$ cat src/rtl/foc_pkg.sv
// -----------------------------------------------------------------------------
// foc_pkg
// Shared types and defaults for the FOC control-loop blocks.
//   pi_ch_e          : PI job channel code sent to the shared PI core
//   pi_sched_state_e : pi_scheduler sequencing states
//   PI_N_DEF/PI_F_DEF: default data width and extra integrator bits
//   state_ch()       : channel that a scheduler state works on
// -----------------------------------------------------------------------------
package foc_pkg;

  localparam int PI_N_DEF = 10;
  localparam int PI_F_DEF = 9;

  typedef enum logic [1:0] {
    CH_D   = 2'd0,
    CH_Q   = 2'd1,
    CH_SPD = 2'd2
  } pi_ch_e;

  typedef enum logic [2:0] {
    ST_IDLE      = 3'd0,
    ST_SPD_ISSUE = 3'd1,
    ST_SPD_WAIT  = 3'd2,
    ST_D_ISSUE   = 3'd3,
    ST_D_WAIT    = 3'd4,
    ST_Q_ISSUE   = 3'd5,
    ST_Q_WAIT    = 3'd6,
    ST_COMMIT    = 3'd7
  } pi_sched_state_e;

  // IDLE and COMMIT report the d channel so that pi_ch rests at 0.
  function automatic pi_ch_e state_ch(input pi_sched_state_e s);
    case (s)
      ST_SPD_ISSUE, ST_SPD_WAIT: return CH_SPD;
      ST_Q_ISSUE, ST_Q_WAIT:     return CH_Q;
      default:                   return CH_D;
    endcase
  endfunction

endpackage

$ cat src/rtl/pi_scheduler_integ_bank.sv
// -----------------------------------------------------------------------------
// pi_integ_bank
// Three-entry register file holding the private PI integrator of each channel.
//   clk, nrst : clock, synchronous active-low reset
//   clr       : synchronous clear of all entries (loop disabled)
//   rd_ch     : read index (channel of the job being issued / awaited)
//   rd_data   : integrator of rd_ch, combinational so it is valid in the
//               same cycle as pi_start
//   wr_en     : write strobe (accepted pi_done)
//   wr_ch     : write index
//   wr_data   : updated integrator from the core
// -----------------------------------------------------------------------------
module pi_integ_bank
  import foc_pkg::*;
#(
  parameter int W = PI_N_DEF + PI_F_DEF
) (
  input  logic         clk,
  input  logic         nrst,
  input  logic         clr,
  input  logic [1:0]   rd_ch,
  output logic [W-1:0] rd_data,
  input  logic         wr_en,
  input  logic [1:0]   wr_ch,
  input  logic [W-1:0] wr_data
);

  logic [W-1:0] entry_q [3];

  generate
    for (genvar gi = 0; gi < 3; gi++) begin : g_entry
      logic [W-1:0] integ_reg;

      always_ff @(posedge clk) begin
        if (!nrst || clr) begin
          integ_reg <= '0;
        end else if (wr_en && (wr_ch == 2'(gi))) begin
          integ_reg <= wr_data;
        end
      end

      assign entry_q[gi] = integ_reg;
    end
  endgenerate

  // Code 3 is not a channel; read it as zero rather than index out of range.
  always_comb begin
    rd_data = '0;
    case (rd_ch)
      2'd0:    rd_data = entry_q[0];
      2'd1:    rd_data = entry_q[1];
      2'd2:    rd_data = entry_q[2];
      default: rd_data = '0;
    endcase
  end

endmodule

$ cat src/rtl/pi_scheduler.sv
// -----------------------------------------------------------------------------
// pi_scheduler
// Time-shares one external PI core between the speed, d-current and q-current
// loops. Each trig starts a control cycle: optional speed job (every SPD_DIV
// triggers when spd_mode=1), then the d job, then the q job, then a commit
// that updates vd/vq together.
//   clk, nrst          : clock, synchronous active-low reset
//   en                 : loop enable; low aborts and clears all loop state
//   trig               : PWM sync pulse
//   spd_mode           : q reference from speed PI (1) or iq_ref_ext (0)
//   spd_ref/spd_fb, id_ref/id_fb, iq_ref_ext/iq_fb : signed loop operands
//   clr_err            : clears overrun / timeout_err
//   pi_start, pi_ch, pi_ref, pi_fb, pi_integ_in     : job request to the core
//   pi_done, pi_out, pi_integ_out                   : core response
//   vd, vq, v_valid    : committed voltage commands and update strobe
//   busy               : sequencer not idle
//   overrun            : sticky, trig seen while busy
//   timeout_err        : sticky, core silent for TIMEOUT cycles
// -----------------------------------------------------------------------------
module pi_scheduler
  import foc_pkg::*;
#(
  parameter int N       = PI_N_DEF,
  parameter int F       = PI_F_DEF,
  parameter int SPD_DIV = 8,
  parameter int TIMEOUT = 64
) (
  input  logic                clk,
  input  logic                nrst,
  input  logic                en,
  input  logic                trig,
  input  logic                spd_mode,
  input  logic signed [N-1:0] spd_ref,
  input  logic signed [N-1:0] spd_fb,
  input  logic signed [N-1:0] id_ref,
  input  logic signed [N-1:0] iq_ref_ext,
  input  logic signed [N-1:0] id_fb,
  input  logic signed [N-1:0] iq_fb,
  input  logic                clr_err,
  output logic                pi_start,
  output logic [1:0]          pi_ch,
  output logic signed [N-1:0] pi_ref,
  output logic signed [N-1:0] pi_fb,
  output logic [N+F-1:0]      pi_integ_in,
  input  logic                pi_done,
  input  logic signed [N-1:0] pi_out,
  input  logic [N+F-1:0]      pi_integ_out,
  output logic signed [N-1:0] vd,
  output logic signed [N-1:0] vq,
  output logic                v_valid,
  output logic                busy,
  output logic                overrun,
  output logic                timeout_err
);

  localparam int DW = (SPD_DIV > 1) ? $clog2(SPD_DIV) : 1;
  localparam int TW = $clog2(TIMEOUT + 1);
  localparam logic [DW-1:0] DIV_LAST  = DW'(SPD_DIV - 1);
  localparam logic [TW-1:0] WAIT_LAST = TW'(TIMEOUT - 1);

  pi_sched_state_e     state_reg, state_next;
  pi_ch_e              ch;
  logic [DW-1:0]       div_cnt_reg;
  logic [TW-1:0]       wait_cnt_reg;
  logic signed [N-1:0] ref_hold_reg, fb_hold_reg;
  logic signed [N-1:0] iq_sp_reg, vd_shadow_reg, vq_shadow_reg;
  logic signed [N-1:0] vd_reg, vq_reg;
  logic                v_valid_reg, overrun_reg, timeout_reg;
  logic signed [N-1:0] live_ref, live_fb;
  logic                in_issue, in_wait, job_done, wait_expired;
  logic                trig_accept;

  assign ch       = state_ch(state_reg);
  assign in_issue = (state_reg == ST_SPD_ISSUE) || (state_reg == ST_D_ISSUE) ||
                    (state_reg == ST_Q_ISSUE);
  assign in_wait  = (state_reg == ST_SPD_WAIT) || (state_reg == ST_D_WAIT) ||
                    (state_reg == ST_Q_WAIT);
  assign job_done = in_wait && pi_done;
  // pi_done in the last allowed cycle still counts as an answer.
  assign wait_expired = in_wait && !pi_done && (wait_cnt_reg == WAIT_LAST);
  assign trig_accept  = trig && (state_reg == ST_IDLE);

  // Operand selection for the job being issued this cycle.
  always_comb begin
    live_ref = '0;
    live_fb  = '0;
    case (ch)
      CH_SPD: begin
        live_ref = spd_ref;
        live_fb  = spd_fb;
      end
      CH_Q: begin
        live_ref = spd_mode ? iq_sp_reg : iq_ref_ext;
        live_fb  = iq_fb;
      end
      default: begin
        live_ref = id_ref;
        live_fb  = id_fb;
      end
    endcase
  end

  always_comb begin
    state_next = state_reg;
    case (state_reg)
      ST_IDLE:
        if (trig) begin
          state_next = ((div_cnt_reg == '0) && spd_mode) ? ST_SPD_ISSUE : ST_D_ISSUE;
        end
      ST_SPD_ISSUE: state_next = ST_SPD_WAIT;
      ST_SPD_WAIT:
        if (pi_done)           state_next = ST_D_ISSUE;
        else if (wait_expired) state_next = ST_IDLE;
      ST_D_ISSUE: state_next = ST_D_WAIT;
      ST_D_WAIT:
        if (pi_done)           state_next = ST_Q_ISSUE;
        else if (wait_expired) state_next = ST_IDLE;
      ST_Q_ISSUE: state_next = ST_Q_WAIT;
      ST_Q_WAIT:
        if (pi_done)           state_next = ST_COMMIT;
        else if (wait_expired) state_next = ST_IDLE;
      ST_COMMIT:  state_next = ST_IDLE;
      default:    state_next = ST_IDLE;
    endcase
  end

  always_ff @(posedge clk) begin
    if (!nrst || !en) begin
      state_reg     <= ST_IDLE;
      div_cnt_reg   <= '0;
      wait_cnt_reg  <= '0;
      ref_hold_reg  <= '0;
      fb_hold_reg   <= '0;
      iq_sp_reg     <= '0;
      vd_shadow_reg <= '0;
      vq_shadow_reg <= '0;
      vd_reg        <= '0;
      vq_reg        <= '0;
      v_valid_reg   <= 1'b0;
    end else begin
      state_reg   <= state_next;
      v_valid_reg <= 1'b0;

      if (trig_accept) begin
        div_cnt_reg <= (div_cnt_reg == DIV_LAST) ? '0 : div_cnt_reg + 1'b1;
      end

      // Snapshot operands while pi_start is high; the core sees the held copy
      // for the rest of the job. The wait counter reads k in the k-th cycle
      // after pi_start.
      if (in_issue) begin
        ref_hold_reg <= live_ref;
        fb_hold_reg  <= live_fb;
        wait_cnt_reg <= TW'(1);
      end else if (in_wait) begin
        wait_cnt_reg <= wait_cnt_reg + 1'b1;
      end

      if (job_done) begin
        case (ch)
          CH_SPD:  iq_sp_reg     <= pi_out;
          CH_Q:    vq_shadow_reg <= pi_out;
          default: vd_shadow_reg <= pi_out;
        endcase
      end

      if (state_reg == ST_COMMIT) begin
        vd_reg      <= vd_shadow_reg;
        vq_reg      <= vq_shadow_reg;
        v_valid_reg <= 1'b1;
      end
    end
  end

  // Sticky flags survive en=0; a new event in the same cycle beats clr_err.
  always_ff @(posedge clk) begin
    if (!nrst) begin
      overrun_reg <= 1'b0;
      timeout_reg <= 1'b0;
    end else begin
      if (en && trig && (state_reg != ST_IDLE)) overrun_reg <= 1'b1;
      else if (clr_err)                         overrun_reg <= 1'b0;

      if (en && wait_expired) timeout_reg <= 1'b1;
      else if (clr_err)       timeout_reg <= 1'b0;
    end
  end

  pi_integ_bank #(
    .W(N + F)
  ) u_integ_bank (
    .clk     (clk),
    .nrst    (nrst),
    .clr     (!en),
    .rd_ch   (ch),
    .rd_data (pi_integ_in),
    .wr_en   (job_done && en),
    .wr_ch   (ch),
    .wr_data (pi_integ_out)
  );

  assign pi_start    = in_issue;
  assign pi_ch       = ch;
  assign pi_ref      = in_issue ? live_ref : ref_hold_reg;
  assign pi_fb       = in_issue ? live_fb : fb_hold_reg;
  assign vd          = vd_reg;
  assign vq          = vq_reg;
  assign v_valid     = v_valid_reg;
  assign busy        = (state_reg != ST_IDLE);
  assign overrun     = overrun_reg;
  assign timeout_err = timeout_reg;

endmodule
$ cat config.mk
export PLATFORM = sky130hd
export DESIGN_NAME = pi_scheduler
export DESIGN_NICKNAME = d
export VERILOG_FILES = /design/src/rtl/foc_pkg.sv /design/src/rtl/pi_scheduler_integ_bank.sv /design/src/rtl/pi_scheduler.sv
export SDC_FILE = /design/constraint.sdc
export NUM_CORES = 1
export LEC_CHECK = 0
export ABC_CLOCK_PERIOD_IN_PS = 2850
export CAP_MARGIN = 0
export CORE_MARGIN = 3
export CORE_UTILIZATION = 40
export DETAILED_ROUTE_END_ITERATION = 12
export PLACE_DENSITY = 0.76
export SYNTH_ARGS = -nofsm -noshare
export SYNTH_HDL_FRONTEND = slang
export SYNTH_SLANG_ARGS = --single-unit
$ cat constraint.sdc
create_clock -name clk -period 2.85 [get_ports clk]
set_input_delay 0.4275 -clock clk [delete_from_list [all_inputs] [get_ports clk]]
set_output_delay 0.4275 -clock clk [all_outputs]
set_load 0.05 [all_outputs]
; After elaboration in Yosys (flattened, before gate mapping)
; Index checks and enable logic that the tools add are counted.
[word_totals]
regBits = 143
mem_bits_rw = 0
mem_bits_ro = 0
word_cells = 87
input_bits = 96
out_inout_bits = 66
mem_count = 0
latchBits = 0
[classes]
bitwise = 1
n_mux = 21
div = 0
n_mul = 0
n_eq_ne = 12
magnitude_cmp = 0
n_reduce_logical = 34
addsub = 2
shifts = 0
[op_table]
columns = cell, count
row1 = 19-bit case mux with 3 select lines, 1
row2 = 10-bit case mux with 2 select lines, 2
row3 = 10-bit 2-to-1 mux, 3
row4 = 3-bit case mux with 8 select lines, 1
row5 = 3-bit 2-to-1 mux, 6
row6 = "3-bit == test, second input constant", 5
row7 = 1-bit logical AND, 12
row8 = 2-bit OR reduction, 4
row9 = "7-bit by 1-bit adder with 7-bit output, second input constant", 1
row10 = "7-bit by 6-bit == test with 1-bit output, second input constant", 1
row11 = "3-bit by 2-bit == test with 1-bit output, second input constant", 2
row12 = 3-bit logical NOT, 2
row13 = 1-bit 2-to-1 mux, 6
row14 = 2-bit AND reduction, 3
row15 = 2-bit nonzero test, 3
row16 = 1-bit logical OR, 5
row17 = 2-bit case mux with 2 select lines, 1
row18 = "3-bit by 1-bit adder with 3-bit output, second input constant", 1
row19 = "3-bit by 1-bit == test with 1-bit output, second input constant", 1
row20 = 1-bit logical NOT, 3
row21 = 3-bit nonzero test, 1
row22 = "2-bit by 1-bit == test with 1-bit output, second input constant", 1
row23 = "2-bit == test, second input constant", 1
row24 = 2-bit logical NOT, 1
row25 = other kinds (3), 3

; Depth between registers and ports, before layout
[logic_depth]
ltp_word = 8
ltp_mapped = 11
ltp_nobuf = 7

; By module
; Synthesis repeated with hierarchy kept, for this count alone.
[unflattened]
cells_unflattened = 741
area_unflattened_um2 = 6902.9
[by_module_without_submodules]
columns = module, cells_per_inst, n_inst, area_each_um2, seq_area_each_um2
row1 = pi_scheduler, 477, 1, 4048.9, 1721.7
row2 = pi_integ_bank, 264, 1, 2854.0, 1141.1

; Worst setup path before layout
; OpenSTA, ideal clock, no wires.
[synth_path]
path_type = register -> output
start = reg state_reg[1]
end = out pi_ref[7]
t_arrival_ps = 3036
required_time_ps = 2423
path_stages_with_launch = 10
path_buffers = 4
setup_slack_ps = -614
cell_sequence = dfxtp_1 > buf_2 > buf_2 > xor2_1 > and2_1 > ha_1 > buf_2 > buf_2 > nand2_1 > a31oi_1
[synth_between]
elab_chain_cells = 6
elab_cells_between_ends = 14
cone_classes = 7 x eq/ne / 3 x mux / 4 x reduce/logical
[synth_lines]
columns = element, line
row1 = from (decl), pi_scheduler.sv:61  ; pi_sched_state_e state_reg, state_next;
row2 = from (signal assigned), pi_scheduler.sv:141  ; state_reg <= state_next;
row3 = 3-bit == test (tied with other cells), foc_pkg.sv:33  ; case (s)
row4 = 2-bit OR reduction, foc_pkg.sv:33
row5 = 2-bit case mux with 2 select lines *, foc_pkg.sv:33
row6 = via pi_ch[0], pi_scheduler.sv:41  ; output logic [1:0] pi_ch,
row7 = 2-bit by 1-bit == test with 1-bit output / 2-bit == test (equally long branches), pi_scheduler.sv:87  ; case (ch)
row8 = 10-bit case mux with 2 select lines *, pi_scheduler.sv:87
row9 = 10-bit 2-to-1 mux *, -
row10 = to (decl), pi_scheduler.sv:42  ; output logic signed [N-1:0] pi_ref,
; Mark *: on every way through the listed nets, which the timed path passes. The rest lies on a longest branch.

; Worst setup path in the final report
[layout_path]
start = reg state_reg[0]
end = out pi_integ_in[13]
[layout_between]
elab_chain_cells = 5
elab_cells_between_ends = 11
cone_classes = 6 x eq/ne / 2 x mux / 3 x reduce/logical
[layout_lines]
columns = element, line
row1 = 3-bit == test (tied with other cells), foc_pkg.sv:33
row2 = 2-bit OR reduction, foc_pkg.sv:33
row3 = 2-bit case mux with 2 select lines *, foc_pkg.sv:33
row4 = 2-bit == test (tied with other cells), pi_scheduler_integ_bank.sv:49  ; case (rd_ch)
row5 = 19-bit case mux with 3 select lines *, pi_scheduler_integ_bank.sv:49
row6 = to (decl), pi_scheduler.sv:44  ; output logic [N+F-1:0] pi_integ_in,
; Every way passes the cells marked *; elsewhere a longest branch is shown, timed or not.

==> flow_summary.ini <==
[synthesis]
netlist.area_leader.share_pct = 41.5
number_of_instances_in_the_synthesized_netlist = 775
ys_top_cells_by_area = sky130_fd_sc_hd__dfxtp_1 41%, sky130_fd_sc_hd__o31ai_1 9.8%, sky130_fd_sc_hd__nand4_1 8.0%
post_synth.cell_area_avg_um2 = 8.91
synthArstFlopShare_pct = 0
synth_area_leader_cell = sky130_fd_sc_hd__dfxtp_1
synth_sequential_area_ratio_pct = 41.5
yosys_most_used_dff = sky130_fd_sc_hd__dfxtp_1
synth.yosys.warnings = 0
net_count_after_synthesis = 879
synth_area_um2 = 6910
count_of_flip_flops_with_a_built_in_enable_after_synthesis = 0
ys_seq_elements = 143
netlist-cell-type-count = 52

[finish]
antennaDiodeCount = 0
mostFrequentLayoutCells = 141 x sky130_fd_sc_hd__dfxtp_1, 120 x sky130_fd_sc_hd__clkdlybuf4s50_1, 104 x sky130_fd_sc_hd__a21oi_1, 90 x sky130_fd_sc_hd__o31ai_1, 88 x sky130_fd_sc_hd__nand4_1
final_net_count = 999
mostFrequentLayoutCell = sky130_fd_sc_hd__dfxtp_1
drive_gt1_share_pct = 20.2
number_of_flip_flops_under_the_largest_register_name = 57
postLayoutCellArea_um2 = 10000
syn2layout_area_growth_pct = 45.4

[worst_setup_path]
crit_path_top_delay_cell = sky130_fd_sc_hd__a222oi_1
cp_data_required_time_ns = 2.42
cpPeakStageDelay_ns = 0.55
crit_path_end_kind = output port
critical_path.startpoint_type = register
worstPathCellList = xor2_4 > and2_4 > inv_4 > ha_4 > buf_6 > a222oi_1 > nor2_4 > buf_12
timing_worst_setup_path_type = register to output port
worst-endpoint-arrival_ns = 2.40
worst-path-max-fanout = 7

[place]
detailed_place.area_um2 = 9200
io_buffer_count = 161
final_hpwl_from_detailed_placement_um = 14200
gp_congestion = 0.783
pre_cts_ws_ns = 0.304

[timing]
final.setup_skew_ns = 0.00737
tightest_slew_ns = 1.07
timing.slew.headroom_pct = 28.4
maxClockFrequency_mhz = 354
share_of_the_clock_period_used_by_the_worst_path_pct = 99.1
final.setup.worst_slack_ns = 0.0260
period_minus_slack_ns = 2.82
timing_hold_violations_final = 0
finalSetupViolations = 0
slew_limit_fails = 0
unrepaired_setup_endpoints_after_global_routing = yes

[clocking]
clkSinkCount = 143
htreeDepth = 4
tritoncts.num_buffers = 17
cts.clk_slew.worst_paths_ns = 0.06
cts_tree = yes
clock_insertion_delay_worst_skew_ns = 0.42
clock_tree.root_cell = sky130_fd_sc_hd__clkbuf_16
cts-root-to-sink-buffers = 2

[pwr]
total_leakage_power_uw = 0.00327
ir_worst_vdd_mv = 0.447
power.density_nw_per_um2 = 524

[floorplanning]
floorplan.initialDensity_pct = 41.2
chipHeight_um = 137
design.portCount = 162
fp.coreArea_um2 = 16800
row_count = 47
floorplan.die_area_um2 = 18900
die_width_um = 137

[detailed_routing]
drt_pass_1_iters = 6
via_count = 7014
antenna_violating_nets_post_route = 0
drc = 0
wl_per_cell_um = 20.0
drtIter0Drc = 698
final_routed_wirelength_um = 22600
drt-vias-per-instance = 6.22

[global_route]
antenna_found_initial = 0
wire_length_of_the_first_global_routing_pass_um = 35400
grt_max_degree = 89
grtUsageTotal_pct = 23.4
grt_pass1_vias = 6797
grt-ovfl-total = 0

[outcome]
status = complete, no violations

[flow_run]
maxCapViolations = 0

[hold_path]
min_path_type = register to register
-- area by class of cell --
cell class	count	area [um2]
Sequential cell	143	2870
Tap cell	220	275
Fill cell	1418	6720
Timing Repair Buffer	200	2320
Clock inverter	12	191
Multi-Input combinational cell	520	3870
Clock buffer	19	443
Inverter	11	56.3
Timing Repair inverter	2	12.5
-- synth_stat cells (3+ instances only) --
library cell / n
sky130_fd_sc_hd__a21oi_1: 104
sky130_fd_sc_hd__a221o_1: 10
sky130_fd_sc_hd__a222oi_1: 19
sky130_fd_sc_hd__a22o_1: 20
sky130_fd_sc_hd__a311oi_1: 8
sky130_fd_sc_hd__a31oi_1: 13
sky130_fd_sc_hd__buf_1: 6
sky130_fd_sc_hd__buf_2: 42
sky130_fd_sc_hd__buf_4: 7
sky130_fd_sc_hd__buf_6: 3
sky130_fd_sc_hd__clkbuf_1: 42
sky130_fd_sc_hd__dfxtp_1: 143
sky130_fd_sc_hd__ha_1: 8
sky130_fd_sc_hd__inv_1: 9
sky130_fd_sc_hd__mux2_2: 10
sky130_fd_sc_hd__mux2i_1: 14
sky130_fd_sc_hd__nand2_1: 49
sky130_fd_sc_hd__nand2b_1: 14
sky130_fd_sc_hd__nand3b_1: 3
sky130_fd_sc_hd__nand4_1: 88
sky130_fd_sc_hd__nor2_1: 24
sky130_fd_sc_hd__o211ai_1: 10
sky130_fd_sc_hd__o31ai_1: 90
sky130_fd_sc_hd__or4_1: 3
-- worst paths after layout --
kind	from	end	slack, ns	depth (start not counted)
max	state_reg[0]	pi_integ_in[13]	0.03	8
min	fb_hold_reg[2]	fb_hold_reg[2]	0.47	2
max reg2reg	state_reg[0]	iq_sp_reg[9]	0.42	8
min reg2reg	fb_hold_reg[2]	fb_hold_reg[2]	0.47	2
-- metrics by stage --
stage	power, uW	cells	utilization, %	hold slack, ns	TNS, ns
3_5_place_dp	2830	1087	54.9	0.460	0
2_1_floorplan	2500	775	-	0.442	0
5_1_grt	5410	1127	59.9	0.484	-0.188
6_report	5260	1127	59.9	0.470	0
3_3_place_gp	2820	1087	54.9	0.450	0
4_1_cts	5260	1124	59.4	0.468	0
-- logic make-up (layout without fill, tap and decap cells) --
kind of cell,after synthesis,in the layout,share of synthesized area (%)
mux,24,24,3.66
buf+inv,112,244,7.86
simple gates,201,201,16.3
fa+ha+maj,8,8,1.45
xor+xnor,3,3,0.381
compound gates,284,284,28.9
flops,143,143,41.5
-- worst max-delay path, delay by kind of cell, from the launching register on --
family	cells	cell delay (ns)
and+or+nand+nor	2	0.31
adders and majority gates	1	0.20
xor gates and xnor gates	1	0.20
AOI/OAI and AO/OA	1	0.55
buffers and inverters	3	0.36
DFF	1	0.36
-- report_power, final --
part / switching (uW) / total (uW) / internal, uW
registers: 8.78 / 2020 / 2010
clock network: 848 / 2410 / 1560
logic: 496 / 827 / 331
total: 1350 / 5260 / 3910
-- metal layers --
metal / vias up / GRT usage, % / part of all wire (%)
li1: 3252 / - / -
met1: 3423 / 29.9 / 41
met2: 301 / 38.7 / 49
met3: 38 / 5.15 / 7.8
met4: 0 / 8.37 / 2.0
met5: - / 0 / 0
-- what timing repair did --
item / 4_1_cts / 5_1_grt
setup endpoints to repair: 39 / 39
hold endpoints to repair: 0 / 0
hold buffers: 0 / 0
pin swaps: 6 / 11
gates resized for setup: 15 / 19
cloned: 2 / 1
buffers inserted: 4 / 3
Note: power is estimated with default switching activity, not from simulation.
